**src/rtl/dual_port_rom_if.sv**
```systemverilog
// dual_port_rom_if: read bus for the two-port constant ROM.
// Signals: en_a/en_b read enables, add_a/add_b read addresses (master -> slave);
// d_ra/d_rb registered read data (slave -> master).
interface dual_port_rom_if #(
    parameter int ADDR_WIDTH = 4,
    parameter int DATA_WIDTH = 8
);
    logic                  en_a;
    logic                  en_b;
    logic [ADDR_WIDTH-1:0] add_a;
    logic [ADDR_WIDTH-1:0] add_b;
    logic [DATA_WIDTH-1:0] d_ra;
    logic [DATA_WIDTH-1:0] d_rb;
    modport master (output en_a, en_b, add_a, add_b, input d_ra, d_rb);
    modport slave (input en_a, en_b, add_a, add_b, output d_ra, d_rb);
endinterface

```
**src/rtl/dual_port_rom.sv**
```systemverilog
// dual_port_rom: 16 x 8 constant table with two independent registered read ports.
// Ports: clk clock; rst_n async active-low reset (clears both outputs);
// bus (slave) carries en_a/en_b, add_a/add_b in and d_ra/d_rb out, one cycle latency.
module dual_port_rom #(
    parameter int ADDR_WIDTH = 4,
    parameter int DATA_WIDTH = 8
) (
    input logic              clk,
    input logic              rst_n,
    dual_port_rom_if.slave   bus
);
    localparam logic [7:0] ROM [16] = '{
        8'd10,  8'd20,  8'd30,  8'd40,  8'd50,  8'd60,  8'd70,  8'd80,
        8'd90,  8'd100, 8'd110, 8'd120, 8'd130, 8'd140, 8'd150, 8'd160
    };
    // Entries beyond the 16-word table read as zero when the address bus is wider.
    function automatic logic [DATA_WIDTH-1:0] rom_lookup(input logic [ADDR_WIDTH-1:0] a);
        logic [3:0] idx;
        idx = a[3:0];
        return ((a >> 4) == '0) ? DATA_WIDTH'(ROM[idx]) : '0;
    endfunction
    logic [DATA_WIDTH-1:0] w_data_a;
    logic [DATA_WIDTH-1:0] w_data_b;
    logic [DATA_WIDTH-1:0] r_d_ra;
    logic [DATA_WIDTH-1:0] r_d_rb;
    always_comb begin
        w_data_a = rom_lookup(bus.add_a);
        w_data_b = rom_lookup(bus.add_b);
    end
    always_ff @(posedge clk or negedge rst_n) begin
        if (!rst_n) begin
            r_d_ra <= '0;
            r_d_rb <= '0;
        end else begin
            if (bus.en_a) r_d_ra <= w_data_a;
            if (bus.en_b) r_d_rb <= w_data_b;
        end
    end
    assign bus.d_ra = r_d_ra;
    assign bus.d_rb = r_d_rb;
endmodule

```
**src/flat_wrapper.sv**
```systemverilog
// flat-port wrapper written by rule: the top's interface ports become plain ports
module dual_port_rom_flat 
#(
    parameter int ADDR_WIDTH = 4,
    parameter int DATA_WIDTH = 8
)
  (clk, rst_n, bus_en_a, bus_en_b, bus_add_a, bus_add_b, bus_d_ra, bus_d_rb);
  dual_port_rom_if #(.ADDR_WIDTH(ADDR_WIDTH), .DATA_WIDTH(DATA_WIDTH)) bus_i ();
  input logic clk;
  input logic rst_n;
  input wire logic [$bits(bus_i.en_a)-1:0] bus_en_a;
  input wire logic [$bits(bus_i.en_b)-1:0] bus_en_b;
  input wire logic [$bits(bus_i.add_a)-1:0] bus_add_a;
  input wire logic [$bits(bus_i.add_b)-1:0] bus_add_b;
  output wire logic [$bits(bus_i.d_ra)-1:0] bus_d_ra;
  output wire logic [$bits(bus_i.d_rb)-1:0] bus_d_rb;
  assign bus_i.en_a = bus_en_a;
  assign bus_i.en_b = bus_en_b;
  assign bus_i.add_a = bus_add_a;
  assign bus_i.add_b = bus_add_b;
  assign bus_d_ra = bus_i.d_ra;
  assign bus_d_rb = bus_i.d_rb;
  dual_port_rom #(.ADDR_WIDTH(ADDR_WIDTH), .DATA_WIDTH(DATA_WIDTH)) u_core (.clk(clk), .rst_n(rst_n), .bus(bus_i));
endmodule
```
**config.mk**
```make
export PLATFORM = sky130hd
export DESIGN_NAME = dual_port_rom_flat
export DESIGN_NICKNAME = d
export VERILOG_FILES = /design/src/rtl/dual_port_rom_if.sv /design/src/rtl/dual_port_rom.sv /design/src/flat_wrapper.sv
export SDC_FILE = /design/constraint.sdc
export NUM_CORES = 1
export LEC_CHECK = 0
export CAP_MARGIN = 20
export CELL_PAD_IN_SITES_DETAIL_PLACEMENT = 0
export CELL_PAD_IN_SITES_GLOBAL_PLACEMENT = 1
export CORE_MARGIN = 10
export CORE_UTILIZATION = 36
export CTS_CLUSTER_DIAMETER = 100
export CTS_CLUSTER_SIZE = 24
export DETAILED_ROUTE_END_ITERATION = 10
export PLACE_DENSITY = 0.81
export SKIP_LAST_GASP = 1
export SLEW_MARGIN = 20
export SYNTH_ARGS = -nofsm -noshare
export SYNTH_HDL_FRONTEND = slang
export SYNTH_SLANG_ARGS = --single-unit
```
**constraint.sdc**
```tcl
create_clock -name clk -period 2.55 [get_ports clk]
set_input_delay 0.255 -clock clk [delete_from_list [all_inputs] [get_ports clk]]
set_output_delay 0.255 -clock clk [all_outputs]
set_load 0.005 [all_outputs]
```
# Yosys cells after proc, flatten, opt, wreduce, memory -nomap -nowiden
# Memory sizes are Yosys's and may differ from the RTL's. A register that Yosys moved wholly into a read port is not among the register bits.
# Index checks and enable logic that the tools add are counted.
# Widths: inputs -> output; s select.
# word_totals
output_inout_bits	16
reg_bits	0
input_bits	12
rom_bits	256
n_memories	2
wordCells	6
# op_classes
bitwise	2
n_reduce_logical	2
# memory_table
name	depth	word_bits	read_ports	rd_clocked_by_memory_dff	write_ports	line_no	source
(name not given)	16	8	1	1	0	dual_port_rom.sv:20	return ((a >> 4) == '0) ? DATA_WIDTH'(ROM[idx]) : '0;
(name not given)	16	8	1	1	0	dual_port_rom.sv:20	
# op_table
cell	count
$not 4->5	2
$logic_not 1->1	2

# Logic depth before layout (Yosys ltp)
# logic_depth
depth_word	1
ltp_mapped	5
ltp_nobuf	5

# Worst setup path before layout
# No wires, ideal clock.
# synth_path
kind	in2reg
start	in bus_add_a[0]
end	reg u_core.r_d_ra[5] (netlist: u_core.bus.d_ra[5])
path_stages	5
n_path_buf	0
slack_ps	1495
required_ps	2424
setup_time_ps	126
arrival_ps	929
cell_sequence	inv_1 > ha_1 > nand2b_4 > a21oi_1 > a311o_1
# synth_via
elab_chain_len	1
# synth_lines
element	line_no	source
start, declared	flat_wrapper.sv:13	input wire logic [$bits(bus_i.add_a)-1:0] bus_add_a;
$not 4->5 (implied by the code)	dual_port_rom.sv:20	
end, declared	dual_port_rom.sv:24	logic [DATA_WIDTH-1:0] r_d_ra;
# Every way passes these cells.

# Final worst setup path
# layout_path
start	in bus_add_b[1]
end	reg u_core.r_d_rb[4] (netlist: u_core.bus.d_rb[4])
# layout_via
elab_chain_len	1
# layout_lines
element	line_no	source
start, declared	flat_wrapper.sv:14	input wire logic [$bits(bus_i.add_b)-1:0] bus_add_b;
$not 4->5 (implied by the code)	dual_port_rom.sv:20	
end, declared	dual_port_rom.sv:25	logic [DATA_WIDTH-1:0] r_d_rb;
# Every way passes these cells.

==> run_results.csv <==
group,metric,value,unit
timing,period_share,0.571,
drt,vias,666,
yosys,synth_area,897,µm²
clock_tree,cts_tree,"yes",
place,place_congestion,0.791,
floorplan,num_rows,18,
yosys,synthCells,90,
pwr,leakage,0.523,nW
floorplan,core_region_area,0.00243,mm²
drt,first_pass_iters,4,
setup_path,critical_path.endpoint_type,"flip-flop",
timing,slew_headroom,0.575,
yosys,syn_area_per_cell,9.97,µm²
flow_run,drv_cap,0,
floorplan,die_h,69.9,µm
final_layout,syn2layout_area_growth,30.4,%
timing,slew_viol_final,0,
timing,final.setup_skew,0,ns
drt,maxUsedRoutingLayer,"met4",
global_route,track_usage,0.0780,
timing,hold_viol_final,0,
pwr,p_seq_frac,0.491,
floorplan,die-width,69.9,µm
setup_path,crit_fanout,6,
run_status,status,"completed",
clock_tree,cts_hold_buffers,0,
final_layout,final_net_count,139,
drt,wl_met1,768,µm
yosys,synth-seq-area-share,0.391,
floorplan,num_io_pins,28,
final_layout,drive_above_1_share,0.0885,
pwr,p_int,0.000394,W
clock_tree,clk_pin_slew,0.08,ns
clock_tree,cts_root_buf,"clkbuf_4",
floorplan,initial_core_util,0.369,
timing,grt_setup_unrepaired,"false",
place,numPortBuffers,25,
drt,drt-vias-per-instance,4.66,
timing,finalCriticalPeriod,1.45,ns
global_route,gr-total-overflow,0,
place,hpwl,1460,µm
timing,worst_pin_slew,0.636,ns
clock_tree,clockBufferDepth,2,
pwr,swShare,0.260,
pwr,clkPwrFrac,0.226,
timing,tns,0,ns
place,dp_cells,140,
drt,antenna_left,0,
drt,dr_wl_met3,123,µm
drt,wl_per_cell,12.4,µm
drt,dr_wl_met2,833,µm
clock_tree,cts_setup_buffers,0,
clock_tree,cts.sinks,14,
clock_tree,cts_buffers,3,
setup_path,cp-start-kind,"primary input",
global_route,grt_pass1_vias,694,
min_path,holdCritPathClass,"primary input to async pin",
pwr,power_density,456,mW/mm²
yosys,ys_warn_count,0,
yosys,yosys.cell_types.count,23,
floorplan,die-area,0.00489,mm²
pwr,combPwrFrac,0.283,
clock_tree,clk_latency,0.27,ns
pwr,p_switching,0.000138,W
setup_path,required,2.69,ns
drt,drc,0,
clock_tree,cts_resized,0,
pwr,ir_drop,0.331,mV
clock_tree,h-tree-depth,1,
final_layout,antenna_cells,0,
drt,drt_iter0_markers,28,
timing,max_freq,687,MHz
global_route,antenna_found_initial,0,
drt,wl,1770,µm
final_layout,finalNonFillerCells,143,
timing,setup_viol,0,
global_route,grt_pass1_wl,3150,µm
setup_path,cp.arrival,1.60,ns
global_route,grt_max_degree,15,
setup_path,critPathKind,"primary input to flip-flop",
yosys,synth-seq-cells,14,
## metrics by stage
| step | power [W] | instance area [µm²] | setup slack, ns | hold WS (ns) | util |
|---|---|---|---|---|---|
| finish | 0.000533 | 1170 | 1.10 | 0.371 | 0.481 |
| CTS | 0.000548 | 1170 | 1.10 | 0.397 | 0.481 |
| floorplan | 0.000332 | 901 | 1.49 | -0.0406 | - |
| detailed placement | 0.000421 | 1150 | 0.798 | 0.498 | 0.472 |
| global placement | 0.000419 | 1150 | 0.863 | 0.497 | 0.472 |
| global route | 0.000575 | 1170 | 0.998 | 0.425 | 0.481 |
## worst paths after layout
path,startpoint,endpoint,slack [ns],cells past startpoint
worst min-delay path,rst_n,u_core.bus.d_ra[5],0.37,1
min in group clk,u_core.bus.d_ra[6],u_core.bus.d_ra[6],0.51,1
worst min register to register,u_core.bus.d_ra[6],u_core.bus.d_ra[6],0.51,1
worst max-delay path,bus_add_b[1],u_core.bus.d_rb[4],1.10,6
worst max register to register,u_core.bus.d_ra[5],u_core.bus.d_ra[5],1.66,2
max in group asynchronous,rst_n,u_core.bus.d_rb[2],1.77,1
## flip-flops by register name, indices dropped and copies added (netlist names)
signal           cells
u_core.bus.d_rb      7
u_core.bus.d_ra      7
## cells by family after synthesis
group / after synthesis / share of synthesized area
AO/OA/AOI/OAI: 17 / 0.119
XOR/XNOR: 1 / 0.00976
adder cells (fa/ha/maj): 12 / 0.167
buffers and inverters: 16 / 0.0879
flip-flops: 14 / 0.391
multiplexers: 6 / 0.0753
other: 1 / 0.00418
AND/OR/NAND/NOR: 23 / 0.146
## synth_stat cells, drive strengths merged
cell / number / area share
dfrtp: 14 / 0.39
ha: 12 / 0.17
inv: 10 / 0.042
buf: 6 / 0.046
mux2: 6 / 0.075
o21ai: 6 / 0.033
a21oi: 5 / 0.028
nor2: 5 / 0.021
nand2: 4 / 0.017
nand2b: 4 / 0.036
nor2b: 4 / 0.028
nand3b: 3 / 0.025
o221ai: 3 / 0.029
nand3: 2 / 0.011
a311o: 1 / 0.011
a31oi: 1 / 0.0070
conb: 1 / 0.0042
o2111ai: 1 / 0.0098
or2b: 1 / 0.0084
xnor2: 1 / 0.0098
## power by group through the flow
stage	Sequential (W)	Combinational, W	Clock [W]
after CTS	0.000263	0.000155	0.000131
after detailed placement	0.000267	0.000154	0
after global placement	0.000266	0.000153	0
after global routing	0.000265	0.000170	0.000139
after floorplan	0.000267	0.0000648	0
final	0.000261	0.000151	0.000120
## cell type report
class	instances	area (µm²)
clock buffers	3	22.5
flip-flops and latches	14	350
multi-input cells	61	472
repair buffers	25	250
well taps	30	37.5
inverters	10	37.5
fillers	243	1260
## metal layers
layer  track usage  vias to the layer above
li1              -                      344
met2         0.125                       18
met4        0.0526                        0
met3        0.0311                        4
met1        0.0822                      300
met5             0                        -
## layout by cell type, fill, tap and decap left out, types with 4 or more instances in the layout
master,Yosys,layout
nor2b_1,4,4
o21ai_0,6,6
inv_1,10,10
clkdlybuf4s50_1,0,25
ha_1,12,12
mux2_2,6,6
a21oi_1,5,5
nor2_1,5,5
nand2_1,4,4
dfrtp_1,14,14
## worst max-delay path: stages
cell and delay [ns]:
clkdlybuf4s50_1 0.58, inv_1 0.11, ha_1 0.30, nor2_1 0.13
nand3b_1 0.12, o221ai_1 0.10
Note: power is estimated with default switching activity, not from simulation.
